===== src/rtl/pq_access_scheduler.sv =====
// rtl/pq_access_scheduler.sv - round-robin arbiter serialising requester ops onto a register-tree priority queue
module pq_access_scheduler #(
   parameter int NUM_REQ       = 4,
   parameter int DATA_WIDTH    = 16,
   parameter int SETTLE_CYCLES = 4
) (
   input  logic                          i_CLK,
   input  logic                          i_RST,
   input  logic [NUM_REQ-1:0]            i_req_valid,
   input  logic [NUM_REQ-1:0]            i_req_op,
   input  logic [NUM_REQ*DATA_WIDTH-1:0] i_req_data,
   output logic [NUM_REQ-1:0]            o_req_ready,
   output logic                          o_rsp_valid,
   output logic [$clog2(NUM_REQ)-1:0]    o_rsp_id,
   output logic [DATA_WIDTH-1:0]         o_rsp_data,
   output logic                          o_rsp_err,
   output logic                          o_pq_wrt,
   output logic                          o_pq_read,
   output logic [DATA_WIDTH-1:0]         o_pq_data,
   input  logic                          i_pq_full,
   input  logic                          i_pq_empty,
   input  logic [DATA_WIDTH-1:0]         i_pq_data,
   output logic                          o_busy
);

   localparam int IDW = $clog2(NUM_REQ);
   localparam int CW  = $clog2(SETTLE_CYCLES + 1);

   typedef enum logic [1:0] {IDLE, ISSUE, SETTLE} state_t;

   state_t                state, state_nxt;
   logic [CW-1:0]         cnt;
   logic [IDW-1:0]        ptr;
   logic                  op_q;
   logic [DATA_WIDTH-1:0] data_q;
   logic [IDW-1:0]        id_q;

   logic [NUM_REQ-1:0]    grant;
   logic [IDW-1:0]        gid;
   logic                  gop;
   logic [DATA_WIDTH-1:0] gdata;
   logic                  found;
   logic                  accept;
   logic                  op_err;

   // Two passes: requesters at or above the pointer first, then the wrap-around.
   always_comb begin
      grant = '0;
      gid   = '0;
      gop   = 1'b0;
      gdata = '0;
      found = 1'b0;
      for (int j = 0; j < NUM_REQ; j++) begin
         if (!found && j >= int'(ptr) && i_req_valid[j]) begin
            found    = 1'b1;
            grant[j] = 1'b1;
            gid      = IDW'(j);
            gop      = i_req_op[j];
            gdata    = i_req_data[j*DATA_WIDTH +: DATA_WIDTH];
         end
      end
      for (int j = 0; j < NUM_REQ; j++) begin
         if (!found && j < int'(ptr) && i_req_valid[j]) begin
            found    = 1'b1;
            grant[j] = 1'b1;
            gid      = IDW'(j);
            gop      = i_req_op[j];
            gdata    = i_req_data[j*DATA_WIDTH +: DATA_WIDTH];
         end
      end
   end

   assign accept      = (state == IDLE) && found;
   assign o_req_ready = (state == IDLE) ? grant : '0;
   assign op_err      = op_q ? i_pq_empty : i_pq_full;
   assign o_pq_wrt    = (state == ISSUE) && !op_q && !i_pq_full;
   assign o_pq_read   = (state == ISSUE) && op_q && !i_pq_empty;
   assign o_pq_data   = o_pq_wrt ? data_q : '0;
   assign o_busy      = (state != IDLE);

   always_ff @(posedge i_CLK) begin
      if (i_RST) state <= IDLE;
      else       state <= state_nxt;
   end

   always_comb begin
      state_nxt = state;
      case (state)
         IDLE:    if (found) state_nxt = ISSUE;
         ISSUE:   state_nxt = op_err ? IDLE : SETTLE;
         SETTLE:  if (cnt <= CW'(1)) state_nxt = IDLE;
         default: state_nxt = IDLE;
      endcase
   end

   always_ff @(posedge i_CLK) begin
      if (i_RST) begin
         cnt         <= '0;
         ptr         <= '0;
         op_q        <= 1'b0;
         data_q      <= '0;
         id_q        <= '0;
         o_rsp_valid <= 1'b0;
         o_rsp_id    <= '0;
         o_rsp_data  <= '0;
         o_rsp_err   <= 1'b0;
      end else begin
         o_rsp_valid <= 1'b0;
         o_rsp_id    <= '0;
         o_rsp_data  <= '0;
         o_rsp_err   <= 1'b0;
         if (accept) begin
            op_q   <= gop;
            data_q <= gdata;
            id_q   <= gid;
            ptr    <= (gid == IDW'(NUM_REQ - 1)) ? '0 : gid + IDW'(1);
         end
         if (state == ISSUE) begin
            o_rsp_valid <= 1'b1;
            o_rsp_id    <= id_q;
            o_rsp_err   <= op_err;
            o_rsp_data  <= (op_q && !i_pq_empty) ? i_pq_data : '0;
            if (!op_err) cnt <= CW'(SETTLE_CYCLES);
         end else if (state == SETTLE && cnt != '0) begin
            cnt <= cnt - CW'(1);
         end
      end
   end

endmodule


===== config.mk =====
export PLATFORM = sky130hd
export DESIGN_NAME = pq_access_scheduler
export DESIGN_NICKNAME = d
export VERILOG_FILES = /design/src/rtl/pq_access_scheduler.sv
export SDC_FILE = /design/constraint.sdc
export NUM_CORES = 1
export LEC_CHECK = 0
export ABC_AREA = 1
export BUFFER_PORTS_ARGS = -buffer_cell sky130_fd_sc_hd__buf_2
export CAP_MARGIN = 20
export CELL_PAD_IN_SITES_DETAIL_PLACEMENT = 2
export CELL_PAD_IN_SITES_GLOBAL_PLACEMENT = 2
export CORE_MARGIN = 2
export CORE_UTILIZATION = 22
export DETAILED_ROUTE_END_ITERATION = 7
export PLACE_DENSITY = 0.79
export SLEW_MARGIN = 40
export SYNTH_ARGS = -nofsm -noshare
export SYNTH_HDL_FRONTEND = slang
export SYNTH_SLANG_ARGS = --single-unit

===== constraint.sdc =====
create_clock -name i_CLK -period 1.8 [get_ports i_CLK]
set_input_delay 0.27 -clock i_CLK [delete_from_list [all_inputs] [get_ports i_CLK]]
set_output_delay 0.27 -clock i_CLK [all_outputs]
set_load 0.1 [all_outputs]

==> flow_summary.rst, run 1 <==
.. list-table::
   :header-rows: 1

   * - Metric
     - Value
   * - Type of element capturing the critical path
     - output pin
   * - Reg-to-reg critical path endpoint
     - data_q[6]
   * - Cell area after technology mapping
     - 2880 um^2
   * - Pwr/cell area
     - between 900 and 1000 nW/um^2
   * - Detailed-route via count
     - ~3800
   * - Number of DRC markers after the initial detailed-route iteration
     - between 90 and 100
   * - Layout cells sized above 1
     - a little over a third
   * - Area share of xor/xnor cells in the synthesized design
     - 0%
   * - Main combinational cell family by area after synthesis
     - simple AND/OR/NAND/NOR gates
   * - Root Buffer Master
     - clkbuf_16
   * - Mean instance size in the synthesized netlist
     - a little under 6 um^2
   * - Share of the cycle needed by the critical path after routing
     - 112%
   * - Clk pwr share
     - 26.3%
   * - Largest driver fanout on the critical path
     - 6
   * - Share of synthesized cell area in and, or, nand and nor gates
     - 42.4%
   * - Placed instance area
     - about 4300 um^2
   * - Number of global-route vias before repair
     - about 4200
   * - Commonest non-fill, non-tap cells in the layout
     - 113 x buf_2, 94 x nor2_1, 89 x nand2_1
   * - Setup repair after global routing missed its margin
     - true
   * - Classification of the worst setup path
     - reg2out
   * - Number of cell rows
     - just over 40
   * - Number of buffers inserted during clock tree synthesis
     - 5
   * - Final routed wire length divided by cell count
     - 16.8 um
   * - Terminating pin of the worst hold path
     - o_rsp_data[2]
   * - Depth of the CTS H-tree
     - 2
   * - GRT Total Usage
     - 18.3%
   * - Filler Cells Inserted
     - around 1500
   * - Most common library cell in the layout ignoring fill and taps
     - buf_2
   * - Worst min-delay path category
     - in2reg
   * - Post-synthesis to final-layout area growth
     - 68.3%
   * - Final Setup Violations
     - 8
   * - Clock tree from TritonCTS
     - yes
   * - FMAX
     - 495 MHz
   * - Sequential cell fraction of total power
     - between 20% and 30%
   * - Final Wtd Congestion
     - around 0.8
   * - Number of instances in the synthesized netlist
     - 492
   * - Violated checks
     - setup timing
   * - #FFs+latches synth
     - between 40 and 50
   * - Number of hold buffers added after CTS
     - 0
   * - Worst EP arrival
     - roughly 1.8 ns
   * - Transition at the pin with the smallest max-transition slack
     - between 0.5 and 0.6 ns
   * - Min Hold Slack
     - around 0.2 ns
   * - Sinks on the clock net
     - 46
   * - Start of the worst register-to-register path
     - ptr[0]
   * - GR Overflow Total
     - 0
   * - Pre-CTS setup slack
     - -0.124 ns
   * - Clock slew seen by the registers of the worst setup and hold paths
     - about 0.07 ns
   * - Ant. Diodes
     - 0
   * - Worst reg2reg path depth
     - 12
   * - Number of input and output port buffers inserted
     - roughly 130
   * - Die Y-Extent
     - between 100 and 150 um
   * - Adder-cell area share of the yosys netlist
     - roughly 1.3%
   * - Core area
     - between 10000 and 15000 um^2
   * - Max Clock Skew
     - 0.00612 ns
   * - First-pass iteration count of the detailed router
     - 4
   * - Static power due to leakage
     - around 2.4 nW
   * - Net switching component of the power
     - between 1.5 and 2 mW
   * - Min-Delay Path Depth
     - 3
   * - Pins Over Slew Limit
     - 0
   * - Number of top-level design ports
     - approximately 140
   * - Mux share of post-synthesis cell area
     - 0%
   * - Post-Layout Inst Area
     - slightly below 5000 um^2
   * - Net count after synthesis
     - between 500 and 600
   * - Sw Ratio
     - 41.5%
   * - Clock network latency to the later pin of the worst-skew pair
     - about 0.28 ns
   * - Count of final hold-check violations
     - 0
   * - Hold Startpoint
     - i_pq_data[2]
   * - Final Routed Wirelength
     - between 10000 and 15000 um
   * - Share of the synthesized area in compound gates (AO/OA/AOI/OAI)
     - under 10%
   * - Largest net degree at the start of global routing
     - 35
   * - Maximum vdd ir drop
     - between 0.0004 and 0.0005 V
   * - Kind of start point of the critical path
     - register
   * - Buffers from clock root to sink, at most
     - 2
   * - Register-to-register setup slack
     - -0.02 ns
   * - Nets
     - 741
   * - Setup TNS
     - -0.574 ns
   * - Internal power
     - around 2.7 mW
   * - Number of nets still failing antenna checks after routing
     - 0
   * - Library cells used by synthesis
     - 27
   * - Max_cap viols
     - 0
   * - Wire length of the first global-routing pass
     - about 21000 um
   * - Mean number of vias per cell
     - 4.60
   * - Fraction of power consumed by combinational cells
     - a little under half
   * - Initial standard-cell utilization of the core
     - 22.7%
   * - YS warnings
     - 0
   * - Sequential share of the synthesized area
     - approximately a third
   * - Worst path setup slack after routing
     - -0.219 ns
   * - DRC Markers
     - 0
   * - Area of the die
     - roughly 14000 um^2
   * - HPWL Detailed
     - 9690 um
   * - Outcome
     - complete, but fails checks
   * - Worst relative slew slack
     - ~66%
   * - Number of antenna violations at the first check in global routing
     - 0
   * - Horiz. Die Dim
     - 118 um
   * - Post-route minimum period
     - 2.02 ns
   * - Data required time of the critical path
     - roughly 1.5 ns
## layer usage
metal  vias to the layer above  GRT usage, %  part of all wire (%)
met1                      1860          20.6                    41
met2                        85          36.0                    55
met3                         8          2.08                   2.9
li1                       1814             -                     -
met4                         0          4.59                  0.86
met5                         -             0                     0
## worst max path at each step
| stage | endpoint | cells past startpoint | startpoint |
|---|---|---|---|
| 3_5_place_dp | data_q[3] | 9 | ptr[1] |
| 4_1_cts | o_req_ready[2] | 7 | ptr[0] |
| 5_1_grt | o_req_ready[2] | 6 | ptr[1] |
| 6_report | o_req_ready[2] | 7 | ptr[0] |
| 2_1_floorplan | o_pq_data[10] | 5 | op_q |
| 3_3_place_gp | data_q[2] | 9 | ptr[1] |
## metrics by stage
stage	cells	util (%)	power [mW]
6_report	819	38.2	4.57
5_1_grt	819	38.2	4.86
4_1_cts	808	36.4	4.45
3_5_place_dp	792	33.8	3.13
3_3_place_gp	792	33.8	3.04
2_1_floorplan	492	-	2.50
## state kept, by name, indices dropped and copies added (netlist names)
name and count:
cnt 3, data_q 16, id_q 2, o_rsp_data 16, o_rsp_err 1, o_rsp_id 2, o_rsp_valid 1, op_q 1
ptr 2, state 2
## synth_stat cells
library cell / count / share of area (%)
nor2_1: 118 / 15
nand2_1: 93 / 12
inv_1: 90 / 12
dfxtp_1: 46 / 32
nand3_1: 39 / 6.8
o21ai_0: 34 / 5.9
nand4_1: 21 / 4.6
a21oi_1: 10 / 1.7
clkbuf_1: 10 / 1.3
buf_2: 7 / 1.2
nand2_2: 4 / 0.87
ha_1: 3 / 1.3
buf_6: 2 / 0.78
inv_2: 2 / 0.26
a211oi_1: 1 / 0.26
buf_4: 1 / 0.26
clkinv_1: 1 / 0.13
clkinv_2: 1 / 0.17
nand2_4: 1 / 0.39
nand3_2: 1 / 0.35
nand3_4: 1 / 0.61
nand4_2: 1 / 0.43
nor2_2: 1 / 0.22
nor2_4: 1 / 0.39
o211a_1: 1 / 0.35
o21ai_1: 1 / 0.17
or2_2: 1 / 0.22
## repair_timing
item | in CTS | in global routing
gates resized for setup | 23 | 28
buffers inserted | 10 | 9
hold endpoints to repair | 0 | 0
endpoints found under the setup margin | 39 | 40
pin swaps | 8 | 14
cloned | 0 | 3
## worst max-delay path, cell delays in order (launching register included)
cell and delay [ns]:
dfxtp_4 0.40, nand2_4 0.07, nand2_4 0.09, nand2_4 0.05, nor2_4 0.19, nand4_1 0.22
a21oi_4 0.23, buf_12 0.20
## power groups by stage
| stage | Sequential, mW | Combinational (mW) | Clock, mW |
|---|---|---|---|
| 2_1_floorplan | 1.30 | 1.20 | 0 |
| 3_3_place_gp | 1.24 | 1.80 | 0 |
| 3_5_place_dp | 1.25 | 1.88 | 0 |
| 4_1_cts | 1.24 | 1.97 | 1.23 |
| 5_1_grt | 1.27 | 2.31 | 1.28 |
| 6_report | 1.25 | 2.12 | 1.20 |
## area by class of cell
| cell class | instances | area [um^2] | area share (%) |
|---|---|---|---|
| repair buffers | 166 | 1330 | 27.4 |
| inverters | 94 | 380 | 7.86 |
| clock inverters | 3 | 68.8 | 1.42 |
| well taps | 172 | 215 | 4.44 |
| flip-flops and latches | 46 | 932 | 19.3 |
| multi-input cells | 332 | 1780 | 36.8 |
| repair inverters | 1 | 11.3 | 0.233 |
| clock buffers | 5 | 125 | 2.58 |
## kinds of logic (layout without fill, tap and decap cells)
family,count (synthesis),in the layout
flops,46,46
fa+ha+maj,3,3
buf+inv,114,269
compound gates,47,47
simple gates,282,282
(Power assumes the default switching activity.)
==> run 2: changes to the inputs <==
--- a/config.mk
+++ b/config.mk
@@ -14,7 +14,8 @@
 export CORE_UTILIZATION = 22
 export DETAILED_ROUTE_END_ITERATION = 7
 export PLACE_DENSITY = 0.79
-export SLEW_MARGIN = 40
+export RECOVER_POWER = 100
+export SLEW_MARGIN = 10
 export SYNTH_ARGS = -nofsm -noshare
 export SYNTH_HDL_FRONTEND = slang
 export SYNTH_SLANG_ARGS = --single-unit
==> flow_summary.rst, run 2 (same netlist as run 1, synthesis figures left out) <==
.. list-table::
   :header-rows: 1

   * - Metric
     - Value
   * - FMAX
     - 494 MHz (was 495 MHz)
   * - Type of element capturing the critical path
     - output pin (unchanged)
   * - Clock tree from TritonCTS
     - yes (unchanged)
   * - Die Y-Extent
     - 118 um (unchanged)
   * - Number of top-level design ports
     - 135 (unchanged)
   * - Largest driver fanout on the critical path
     - 6 (unchanged)
   * - Register-to-register setup slack
     - -0.03 ns (was -0.02 ns)
   * - Number of antenna violations at the first check in global routing
     - 0 (unchanged)
   * - Number of placed instances with taps included
     - 792 (unchanged)
   * - Sw Ratio
     - 41.5% (about the same)
   * - Core area
     - 12700 um^2 (unchanged)
   * - Number of nets still failing antenna checks after routing
     - 0 (unchanged)
   * - Most common library cell in the layout ignoring fill and taps
     - nor2_1 (was buf_2)
   * - Clock network latency to the later pin of the worst-skew pair
     - 0.28 ns (about the same)
   * - Layout cells sized above 1
     - 36.0% (was 36.6%)
   * - Largest net degree at the start of global routing
     - 35 (unchanged)
   * - Mean number of vias per cell
     - 4.58 (was 4.60)
   * - Final Routed Wirelength
     - 13800 um (about the same)
   * - DRC Markers
     - 0 (unchanged)
   * - Worst EP arrival
     - 1.75 ns (about the same)
   * - Ant. Diodes
     - 0 (unchanged)
   * - Nets
     - 741 (unchanged)
   * - Maximum vdd ir drop
     - 0.000426 V (was 0.000427 V)
   * - HPWL Detailed
     - 9690 um (unchanged)
   * - Post-synthesis to final-layout area growth
     - 68.0% (was 68.3%)
   * - Buffers from clock root to sink, at most
     - 2 (unchanged)
   * - Number of buffers inserted during clock tree synthesis
     - 5 (unchanged)
   * - Setup repair after global routing missed its margin
     - true (unchanged)
   * - Pwr/cell area
     - 944 nW/um^2 (about the same)
   * - Final Setup Violations
     - 8 (unchanged)
   * - GR Overflow Total
     - 0 (unchanged)
   * - Clock slew seen by the registers of the worst setup and hold paths
     - 0.07 ns (about the same)
   * - Detailed-route via count
     - 3750 (was 3767)
   * - Worst relative slew slack
     - 62.8% (was 66.1%)
   * - Share of the cycle needed by the critical path after routing
     - 112% (about the same)
   * - Global-route met2 utilization
     - 36.0% (unchanged)
   * - Sinks on the clock net
     - 46 (unchanged)
   * - Worst path setup slack after routing
     - -0.223 ns (was -0.219 ns)
   * - Number of DRC markers after the initial detailed-route iteration
     - 104 (was 97)
   * - Transition at the pin with the smallest max-transition slack
     - 0.561 ns (was 0.508 ns)
   * - Fraction of power consumed by combinational cells
     - 46.3% (about the same)
   * - Clk pwr share
     - 26.3% (about the same)
   * - GRT Total Usage
     - 18.3% (unchanged)
   * - Count of final hold-check violations
     - 0 (unchanged)
   * - Outcome
     - complete, but fails checks (unchanged)
   * - Commonest non-fill, non-tap cells in the layout
     - 95 x nor2_1, 93 x buf_2, 90 x nand2_1 (was 113 x buf_2, 94 x nor2_1, 89 x nand2_1)
   * - Depth of the CTS H-tree
     - 2 (unchanged)
   * - Registers with the highest flip-flop counts
     - data_q: 16 flops, o_rsp_data: 16 flops, cnt: 3 flops (unchanged)
   * - Pins Over Slew Limit
     - 0 (unchanged)
   * - Internal power
     - 2.67 mW (about the same)
   * - Horiz. Die Dim
     - 118 um (unchanged)
   * - Wire length of the first global-routing pass
     - 20800 um (unchanged)
   * - Data required time of the critical path
     - 1.53 ns (about the same)
   * - Static power due to leakage
     - 2.42 nW (was 2.45 nW)
   * - First-pass iteration count of the detailed router
     - 4 (unchanged)
   * - Post-Layout Inst Area
     - 4830 um^2 (was 4840 um^2)
   * - Number of input and output port buffers inserted
     - 134 (unchanged)
   * - Classification of the worst setup path
     - reg2out (unchanged)
   * - Number of hold buffers added after CTS
     - 0 (unchanged)
   * - Root Buffer Master
     - clkbuf_16 (unchanged)
   * - Met1 GRT Util
     - 20.6% (unchanged)
   * - Final Wtd Congestion
     - 0.787 (unchanged)
   * - Global route hottest layer
     - met2 (unchanged)
   * - Post-route minimum period
     - 2.02 ns (about the same)
   * - Setup TNS
     - -0.602 ns (was -0.574 ns)
   * - Initial standard-cell utilization of the core
     - 22.7% (unchanged)
   * - Worst min-delay path category
     - in2reg (unchanged)
   * - Placed instance area
     - 4280 um^2 (unchanged)
   * - Kind of start point of the critical path
     - register (unchanged)
   * - Final routed wire length divided by cell count
     - 16.8 um (about the same)
   * - Number of cell rows
     - 41 (unchanged)
   * - Met3 capacity usage during global routing
     - 2.08% (unchanged)
   * - Violated checks
     - setup timing (unchanged)
   * - Area of the die
     - 14000 um^2 (unchanged)
   * - Number of global-route vias before repair
     - 4170 (unchanged)
   * - Sequential cell fraction of total power
     - 27.4% (about the same)
   * - Max Clock Skew
     - 0.00621 ns (was 0.00612 ns)
   * - Max_cap viols
     - 0 (unchanged)
   * - Filler Cells Inserted
     - 1497 (was 1494)
   * - Net switching component of the power
     - 1.90 mW (about the same)
   * - Post-layout instance count excluding filler cells
     - 819 (unchanged)
run 2: changes by cell type in the layout (fill, tap and decap cells not counted):
cell	before	now
dfxtp_1	41	42
dfxtp_2	3	2
nor2_1	94	95
nor2_2	4	3
clkbuf_2	0	20
clkbuf_1	0	1
buf_2	113	93
nand2_1	89	90
buf_4	22	21
nand2_2	2	1
run 2: layer usage:
metal,vias up,routed length (um)
met5,-,0
met4,0,129
met3,8,393
met2,79,7540
met1,1848,5690
li1,1815,-
run 2: power by group through the flow:
stage | clock, mW | sequential [mW] | combinational [mW]
global route | 1.28 | 1.27 | 2.30
finish | 1.20 | 1.25 | 2.11
detailed placement | 0 | 1.25 | 1.88
CTS | 1.23 | 1.24 | 1.97
floorplan | 0 | 1.30 | 1.20
global placement | 0 | 1.24 | 1.80
run 2: worst paths after layout:
check / start / end / cells past startpoint
setup / recovery: ptr[0] / o_req_ready[2] / 7
hold / removal: i_pq_data[2] / o_rsp_data[2] / 3
hold reg to reg: id_q[0] / o_rsp_id[0] / 2
setup reg to reg: ptr[0] / data_q[6] / 12
run 2: what timing repair did:
item                                    4_1_cts  5_1_grt
gates resized for setup                      23       28
endpoints found under the setup margin       39       40
buffers inserted                             10        9
pin swaps                                     8       14
gates cloned                                  0        3
run 2: final cells by class:
type	count	area [um^2]	share of cell area, %
Multi-Input combinational cell	332	1780	36.8
Timing Repair Buffer	166	1320	27.4
Sequential cell	46	931	19.3
Inverter	94	380	7.87
Tap cell	172	215	4.45
Clock buffer	5	125	2.59
Clock inverter	3	68.8	1.42
Timing Repair inverter	1	11.3	0.233
run 2: critical path, stage by stage (launching register included):
cell and delay (ns):
dfxtp_4 0.41, nand2_4 0.07, nand2_4 0.09, nand2_4 0.05
nor2_4 0.19, nand4_1 0.22, a21oi_4 0.23, buf_12 0.20
run 2: stage by stage:
stage	hold WS (ns)	utilization [%]	power, mW	setup slack [ns]
after CTS	0.192	36.4	4.45	-0.204
after global placement	0.423	33.8	3.04	0.0693
after global routing	0.189	38.1	4.85	-0.290
final	0.195	38.1	4.56	-0.223
after detailed placement	0.426	33.8	3.13	-0.124
after floorplan	0.382	-	2.50	-0.446
